==> src/rtl/branch_hazard_ctrl_if.sv <==
// Front-end control bundle between the fetch/decode pipeline and branch_hazard_ctrl.
//   master : pipeline side. It drives the branch/flag/stall inputs and receives
//            the stall/flush/redirect controls and the performance counters.
//   slave  : controller side.
//   branchD, branchTypeD[2:0], takenD, flagWE[1:0], stall_in  -> controller
//   stallF, stallD, flushD, flushE, pcRedirect                <- controller
//   branch_cnt, taken_cnt, hazard_cnt [CNT_W-1:0]             <- controller
interface branch_hazard_ctrl_if #(
    parameter int CNT_W = 16
);
    logic             branchD;
    logic [2:0]       branchTypeD;
    logic             takenD;
    logic [1:0]       flagWE;
    logic             stall_in;
    logic             stallF;
    logic             stallD;
    logic             flushD;
    logic             flushE;
    logic             pcRedirect;
    logic [CNT_W-1:0] branch_cnt;
    logic [CNT_W-1:0] taken_cnt;
    logic [CNT_W-1:0] hazard_cnt;

    modport master (
        output branchD, branchTypeD, takenD, flagWE, stall_in,
        input  stallF, stallD, flushD, flushE, pcRedirect,
        input  branch_cnt, taken_cnt, hazard_cnt
    );

    modport slave (
        input  branchD, branchTypeD, takenD, flagWE, stall_in,
        output stallF, stallD, flushD, flushE, pcRedirect,
        output branch_cnt, taken_cnt, hazard_cnt
    );
endinterface

==> src/rtl/branch_hazard_ctrl.sv <==
// Branch hazard controller for the fetch/decode front end.
// Stalls a Decode branch while an Execute instruction is still writing the
// flags it reads, then issues the PC redirect and wrong-path flushes for taken
// branches, and keeps saturating branch performance counters.
// Ports:
//   clk    : clock
//   reset  : synchronous, active-high reset
//   bus    : branch_hazard_ctrl_if.slave (branch/flag/stall inputs,
//            stall/flush/redirect outputs, performance counters)
//
// state     | meaning
// RUN       | normal issue; branches in Decode are resolved here
// FLAG_WAIT | waiting for the flag register to receive an in-flight write
// REDIRECT  | flushing wrong-path fetches after a taken branch
module branch_hazard_ctrl #(
    parameter int FLAG_LAT        = 1,
    parameter int REDIRECT_CYCLES = 1,
    parameter int CNT_W           = 16
) (
    input logic                 clk,
    input logic                 reset,
    branch_hazard_ctrl_if.slave bus
);
    localparam int MAX_WAIT = (FLAG_LAT > REDIRECT_CYCLES) ? FLAG_LAT : REDIRECT_CYCLES;
    localparam int WCNT_W   = (MAX_WAIT < 2) ? 1 : $clog2(MAX_WAIT + 1);

    typedef enum logic [1:0] {
        RUN       = 2'd0,
        FLAG_WAIT = 2'd1,
        REDIRECT  = 2'd2
    } state_t;

    state_t              state_q, state_d;
    logic [WCNT_W-1:0]   wcnt_q, wcnt_d;
    logic [CNT_W-1:0]    branch_cnt_q, branch_cnt_d;
    logic [CNT_W-1:0]    taken_cnt_q, taken_cnt_d;
    logic [CNT_W-1:0]    hazard_cnt_q, hazard_cnt_d;

    logic [1:0]          need;
    logic                dep;
    logic                stall_f, stall_d, flush_d, flush_e, pc_redirect;

    function automatic logic [CNT_W-1:0] sat_inc(input logic [CNT_W-1:0] v);
        return (&v) ? v : v + CNT_W'(1);
    endfunction

    // need[1] covers flags[3:2], need[0] covers flags[1:0], matching FlagW.
    always_comb begin
        need = 2'b00;
        case (bus.branchTypeD)
            3'b001:                 need = 2'b10;
            3'b010:                 need = 2'b01;
            3'b011, 3'b100, 3'b101: need = 2'b11;
            default:                need = 2'b00;
        endcase
    end

    assign dep = bus.branchD & (|(need & bus.flagWE));

    always_comb begin
        state_d      = state_q;
        wcnt_d       = wcnt_q;
        branch_cnt_d = branch_cnt_q;
        taken_cnt_d  = taken_cnt_q;
        hazard_cnt_d = hazard_cnt_q;
        stall_f      = 1'b0;
        stall_d      = 1'b0;
        flush_d      = 1'b0;
        flush_e      = 1'b0;
        pc_redirect  = 1'b0;

        if (bus.stall_in) begin
            // External stall freezes everything, including a branch resolving now.
            stall_f = 1'b1;
            stall_d = 1'b1;
            flush_e = 1'b1;
        end else begin
            case (state_q)
                RUN: begin
                    if (dep) begin
                        // takenD is based on stale flags here, so it is dropped.
                        stall_f      = 1'b1;
                        stall_d      = 1'b1;
                        flush_e      = 1'b1;
                        hazard_cnt_d = sat_inc(hazard_cnt_q);
                        if (FLAG_LAT > 1) begin
                            state_d = FLAG_WAIT;
                            wcnt_d  = WCNT_W'(FLAG_LAT - 2);
                        end
                    end else if (bus.branchD) begin
                        branch_cnt_d = sat_inc(branch_cnt_q);
                        if (bus.takenD) begin
                            pc_redirect = 1'b1;
                            flush_d     = 1'b1;
                            taken_cnt_d = sat_inc(taken_cnt_q);
                            if (REDIRECT_CYCLES > 1) begin
                                state_d = REDIRECT;
                                wcnt_d  = WCNT_W'(REDIRECT_CYCLES - 2);
                            end
                        end
                    end
                end
                FLAG_WAIT: begin
                    stall_f      = 1'b1;
                    stall_d      = 1'b1;
                    flush_e      = 1'b1;
                    hazard_cnt_d = sat_inc(hazard_cnt_q);
                    if (wcnt_q == '0) state_d = RUN;
                    else              wcnt_d  = wcnt_q - WCNT_W'(1);
                end
                REDIRECT: begin
                    // Decode holds wrong-path instructions; branchD/takenD ignored.
                    flush_d = 1'b1;
                    if (wcnt_q == '0) state_d = RUN;
                    else              wcnt_d  = wcnt_q - WCNT_W'(1);
                end
                default: begin
                    state_d = RUN;
                    wcnt_d  = '0;
                end
            endcase
        end
    end

    always_ff @(posedge clk) begin
        if (reset) begin
            state_q      <= RUN;
            wcnt_q       <= '0;
            branch_cnt_q <= '0;
            taken_cnt_q  <= '0;
            hazard_cnt_q <= '0;
        end else begin
            state_q      <= state_d;
            wcnt_q       <= wcnt_d;
            branch_cnt_q <= branch_cnt_d;
            taken_cnt_q  <= taken_cnt_d;
            hazard_cnt_q <= hazard_cnt_d;
        end
    end

    assign bus.stallF     = stall_f;
    assign bus.stallD     = stall_d;
    assign bus.flushD     = flush_d;
    assign bus.flushE     = flush_e;
    assign bus.pcRedirect = pc_redirect;
    assign bus.branch_cnt = branch_cnt_q;
    assign bus.taken_cnt  = taken_cnt_q;
    assign bus.hazard_cnt = hazard_cnt_q;
endmodule

==> src/flat_wrapper.sv <==
// flat-port wrapper written by rule: the top's interface ports become plain ports
module branch_hazard_ctrl_flat 
#(
    parameter int FLAG_LAT        = 1,
    parameter int REDIRECT_CYCLES = 1,
    parameter int CNT_W           = 16
)
  (clk, reset, bus_branchD, bus_branchTypeD, bus_takenD, bus_flagWE, bus_stall_in, bus_stallF, bus_stallD, bus_flushD, bus_flushE, bus_pcRedirect, bus_branch_cnt, bus_taken_cnt, bus_hazard_cnt);
  branch_hazard_ctrl_if #(.CNT_W(CNT_W)) bus_i ();
  input logic clk;
  input logic reset;
  input wire logic [$bits(bus_i.branchD)-1:0] bus_branchD;
  input wire logic [$bits(bus_i.branchTypeD)-1:0] bus_branchTypeD;
  input wire logic [$bits(bus_i.takenD)-1:0] bus_takenD;
  input wire logic [$bits(bus_i.flagWE)-1:0] bus_flagWE;
  input wire logic [$bits(bus_i.stall_in)-1:0] bus_stall_in;
  output wire logic [$bits(bus_i.stallF)-1:0] bus_stallF;
  output wire logic [$bits(bus_i.stallD)-1:0] bus_stallD;
  output wire logic [$bits(bus_i.flushD)-1:0] bus_flushD;
  output wire logic [$bits(bus_i.flushE)-1:0] bus_flushE;
  output wire logic [$bits(bus_i.pcRedirect)-1:0] bus_pcRedirect;
  output wire logic [$bits(bus_i.branch_cnt)-1:0] bus_branch_cnt;
  output wire logic [$bits(bus_i.taken_cnt)-1:0] bus_taken_cnt;
  output wire logic [$bits(bus_i.hazard_cnt)-1:0] bus_hazard_cnt;
  assign bus_i.branchD = bus_branchD;
  assign bus_i.branchTypeD = bus_branchTypeD;
  assign bus_i.takenD = bus_takenD;
  assign bus_i.flagWE = bus_flagWE;
  assign bus_i.stall_in = bus_stall_in;
  assign bus_stallF = bus_i.stallF;
  assign bus_stallD = bus_i.stallD;
  assign bus_flushD = bus_i.flushD;
  assign bus_flushE = bus_i.flushE;
  assign bus_pcRedirect = bus_i.pcRedirect;
  assign bus_branch_cnt = bus_i.branch_cnt;
  assign bus_taken_cnt = bus_i.taken_cnt;
  assign bus_hazard_cnt = bus_i.hazard_cnt;
  branch_hazard_ctrl #(.FLAG_LAT(FLAG_LAT), .REDIRECT_CYCLES(REDIRECT_CYCLES), .CNT_W(CNT_W)) u_core (.clk(clk), .reset(reset), .bus(bus_i));
endmodule
==> config.mk <==
export PLATFORM = sky130hd
export DESIGN_NAME = branch_hazard_ctrl_flat
export DESIGN_NICKNAME = d
export VERILOG_FILES = /design/src/rtl/branch_hazard_ctrl_if.sv /design/src/rtl/branch_hazard_ctrl.sv /design/src/flat_wrapper.sv
export SDC_FILE = /design/constraint.sdc
export NUM_CORES = 1
export LEC_CHECK = 0
export ABC_AREA = 1
export ABC_CLOCK_PERIOD_IN_PS = 2300
export CAP_MARGIN = 25
export CORE_ASPECT_RATIO = 1.5
export CORE_UTILIZATION = 51
export CTS_CLUSTER_DIAMETER = 60
export DETAILED_ROUTE_END_ITERATION = 16
export GPL_TIMING_DRIVEN = 0
export PLACE_DENSITY_LB_ADDON = 0.25
export SETUP_SLACK_MARGIN = 0.2
export SLEW_MARGIN = 20
export SYNTH_ARGS = -nofsm -noshare
export SYNTH_HDL_FRONTEND = slang
export SYNTH_SLANG_ARGS = --single-unit
==> constraint.sdc <==
create_clock -name clk -period 2.3 [get_ports clk]
set_clock_uncertainty 0.05 [all_clocks]
set_input_delay 0.46 -clock clk [delete_from_list [all_inputs] [get_ports clk]]
set_output_delay 0.46 -clock clk [all_outputs]
set_load 0.01 [all_outputs]
==> impl_metrics.ini, run 1 <==
[timing]
totalNegativeSetupSlack_ns = 0
setup_viol = 0
slew_headroom = 0.536
finalCritPeriodShare = 0.878
worstMarginPinSlew_ns = 0.696
setup_slack_ns = 0.280
hold_viol_final = 0
finalHoldWorstSlack_ns = 0.451
rsz0062_at_grt = no
maxSlewViolCount = 0
fmax_mhz = 495
period_needed_ns = 2.02

[clocking]
cts.sinks = 48
clk_pin_slew_ns = 0.09
cts_buffers = 5
clock-root-buffer = clkbuf_8
cts_tree = done
clock_latency_ns = 0.30
htree_levels = 2
cts_max_path_buffers = 2

[setup_path]
criticalPathCategory = input port to output port
cpLargestDelayFamily = buffers and inverters
cp-end-kind = output port
crit_fanout = 2
path_cells = clkdlybuf4s50_1 -> inv_1 -> nor2_4 -> nand2_4 -> buf_8 -> inv_2 -> buf_4 -> buf_6
cp.arrival_ns = 1.51
crit_path_start_kind = input port
worstPathBufferInverterCount = 6
critPathSlowestCell = clkdlybuf4s50_1
max_stage_delay_ns = 0.45
worstPathRequired_ns = 1.79

[final_layout]
fillers = 492
drive_gt1_frac = 0.126
antennaDiodeCount = 0
areaGrowthSynthToFinish_pct = 31.5
regArea_um2 = 961
fin_cells = 626
final_nets = 568
multi_input_area_mm2 = 0.00184

[synth]
synth.yosys.seq_area_share = 0.321
syn-cell-area_mm2 = 0.00299
synth_top_area_frac = 0.321
synth_cell_type_count = 24
syn_nets = 490
yosys_warnings = 0
syn_area_per_cell_um2 = 6.27
synth_top_area_cell = dfxtp_1
synthTopCellsByArea = dfxtp_1 (32%), nand2_1 (19%), nor2_1 (8.3%)
synth-seq-cells = 48
synth_cells = 477

[routing]
drc = 0
antenna_left = 0
firstDrtPassIters = 7
wirelength_um = 8450
vias = 3401
routedWlPerCell_um = 13.5
avgViaCountPerCell = 5.43
dr.first_iter.drc_count = 204

[floorplan]
rows = 33
die_x_um = 64.5
initial_utilization = 0.537
die-area_mm2 = 0.00618
die_h_um = 95.8
io_pins = 63
core_mm2 = 0.00557

[global_routing]
grt_pass1_wl_um = 13200
antenna_found_initial = 0
grt_pass1_vias = 3093
grt_max_degree = 15
grt_usage = 0.270
grt_remaining_overflow = 0

[outcome]
status = complete, no violations

[place]
dp_hpwl_um = 6000
place_ws_ns = -0.623
dpl.cell_count = 608
place_congestion = 0.889
io_buffers = 61

[worst_hold_path]
hp-class = input port to register

[power_and_ir_drop]
total_power_mw = 1.55
irDropWorstVdd_v = 0.000222
p_per_area_mw_per_mm2 = 393
leakage_nw = 1.41

[job]
maxCapViolations = 0
flip-flops by register name, indices dropped and copies added, names as in the netlist:
signal,flops
u_core.bus.branch_cnt,16
u_core.bus.hazard_cnt,16
u_core.bus.taken_cnt,16
logic make-up after synthesis:
logic type | share of synthesized area
adder cells (fa/ha/maj) | 0.0125
AO/OA/AOI/OAI | 0.135
flip-flops | 0.321
XOR/XNOR | 0.0380
buffers and inverters | 0.0815
AND/OR/NAND/NOR | 0.412
repair_timing:
action | in CTS | in global routing
gates cloned | 0 | 2
gates resized for setup | 24 | 32
buffers inserted | 7 | 1
setup endpoints to repair | 5 | 21
hold buffers | 0 | 0
pin swaps | 5 | 7
report_power, final:
part	internal, mW	switching [mW]
combinational	0.0727	0.0908
sequential	0.836	0.00942
clock	0.245	0.292
stage by stage:
stage,utilization,cell area (µm²)
after floorplan,-,2990
after global placement,0.662,3690
after detailed placement,0.662,3690
after CTS,0.689,3840
after global routing,0.706,3940
final,0.706,3940
final timing paths:
check             slack (ns)                         to  cells past startpoint                       from
hold / removal          0.45  u_core.bus.branch_cnt[11]                      2                      reset
setup / recovery        0.28             bus_pcRedirect                      8                 bus_takenD
setup reg to reg        0.36   u_core.bus.branch_cnt[1]                      9   u_core.bus.branch_cnt[0]
hold reg to reg         0.48  u_core.bus.hazard_cnt[15]                      2  u_core.bus.hazard_cnt[15]
metal layers:
metal	vias to the layer above	track usage	wire [µm]
met5	-	0	0
met4	0	0.133	275
met3	24	0.0308	309
met2	111	0.518	4440
met1	1572	0.287	3420
li1	1694	-	-
area by class of cell:
class                   count  area share
flip-flops and latches     48       0.244
clock buffers               7      0.0219
repair buffers             71       0.175
clock inverters             1     0.00191
inverters                  33      0.0315
well taps                  70      0.0223
multi-input cells         377       0.467
plain buffers              19      0.0362
cells in the mapped netlist:
master,count
buf_6,3
nand4_1,12
clkbuf_1,7
nand2_2,3
xnor2_1,7
nor2_2,6
nor3_1,2
a21oi_2,10
nand3_1,38
ha_1,3
o21ai_1,4
nand3b_1,4
dfxtp_1,48
nand2_4,1
nor2_1,66
and2_1,2
xor2_1,6
nand2_1,151
o21ai_0,27
nor2_4,3
inv_1,33
buf_2,3
buf_4,6
a21oi_1,32
placed cells by master, fill, tap and decap left out, types with 7 or more instances in the layout:
cell type        Yosys  final
xnor2_1              7      7
dfxtp_1             48     48
nand4_1             12     12
a21oi_1             32     32
buf_4                6     12
clkdlybuf4s50_1      0     49
nand2_1            151    146
buf_6                3      9
o21ai_0             27     25
nand3_1             38     36
inv_1               33     31
nor2_1              66     64
a21oi_2             10     10
(Power assumes the default switching activity.)
==> inputs of run 2 (changes only) <==
--- a/config.mk
+++ b/config.mk
@@ -15,7 +15,6 @@
 export GPL_TIMING_DRIVEN = 0
 export PLACE_DENSITY_LB_ADDON = 0.25
 export SETUP_SLACK_MARGIN = 0.2
-export SLEW_MARGIN = 20
 export SYNTH_ARGS = -nofsm -noshare
 export SYNTH_HDL_FRONTEND = slang
 export SYNTH_SLANG_ARGS = --single-unit
==> results of run 2 <==
Same layout as run 1: the final DEF is identical, and so are final timing and power.
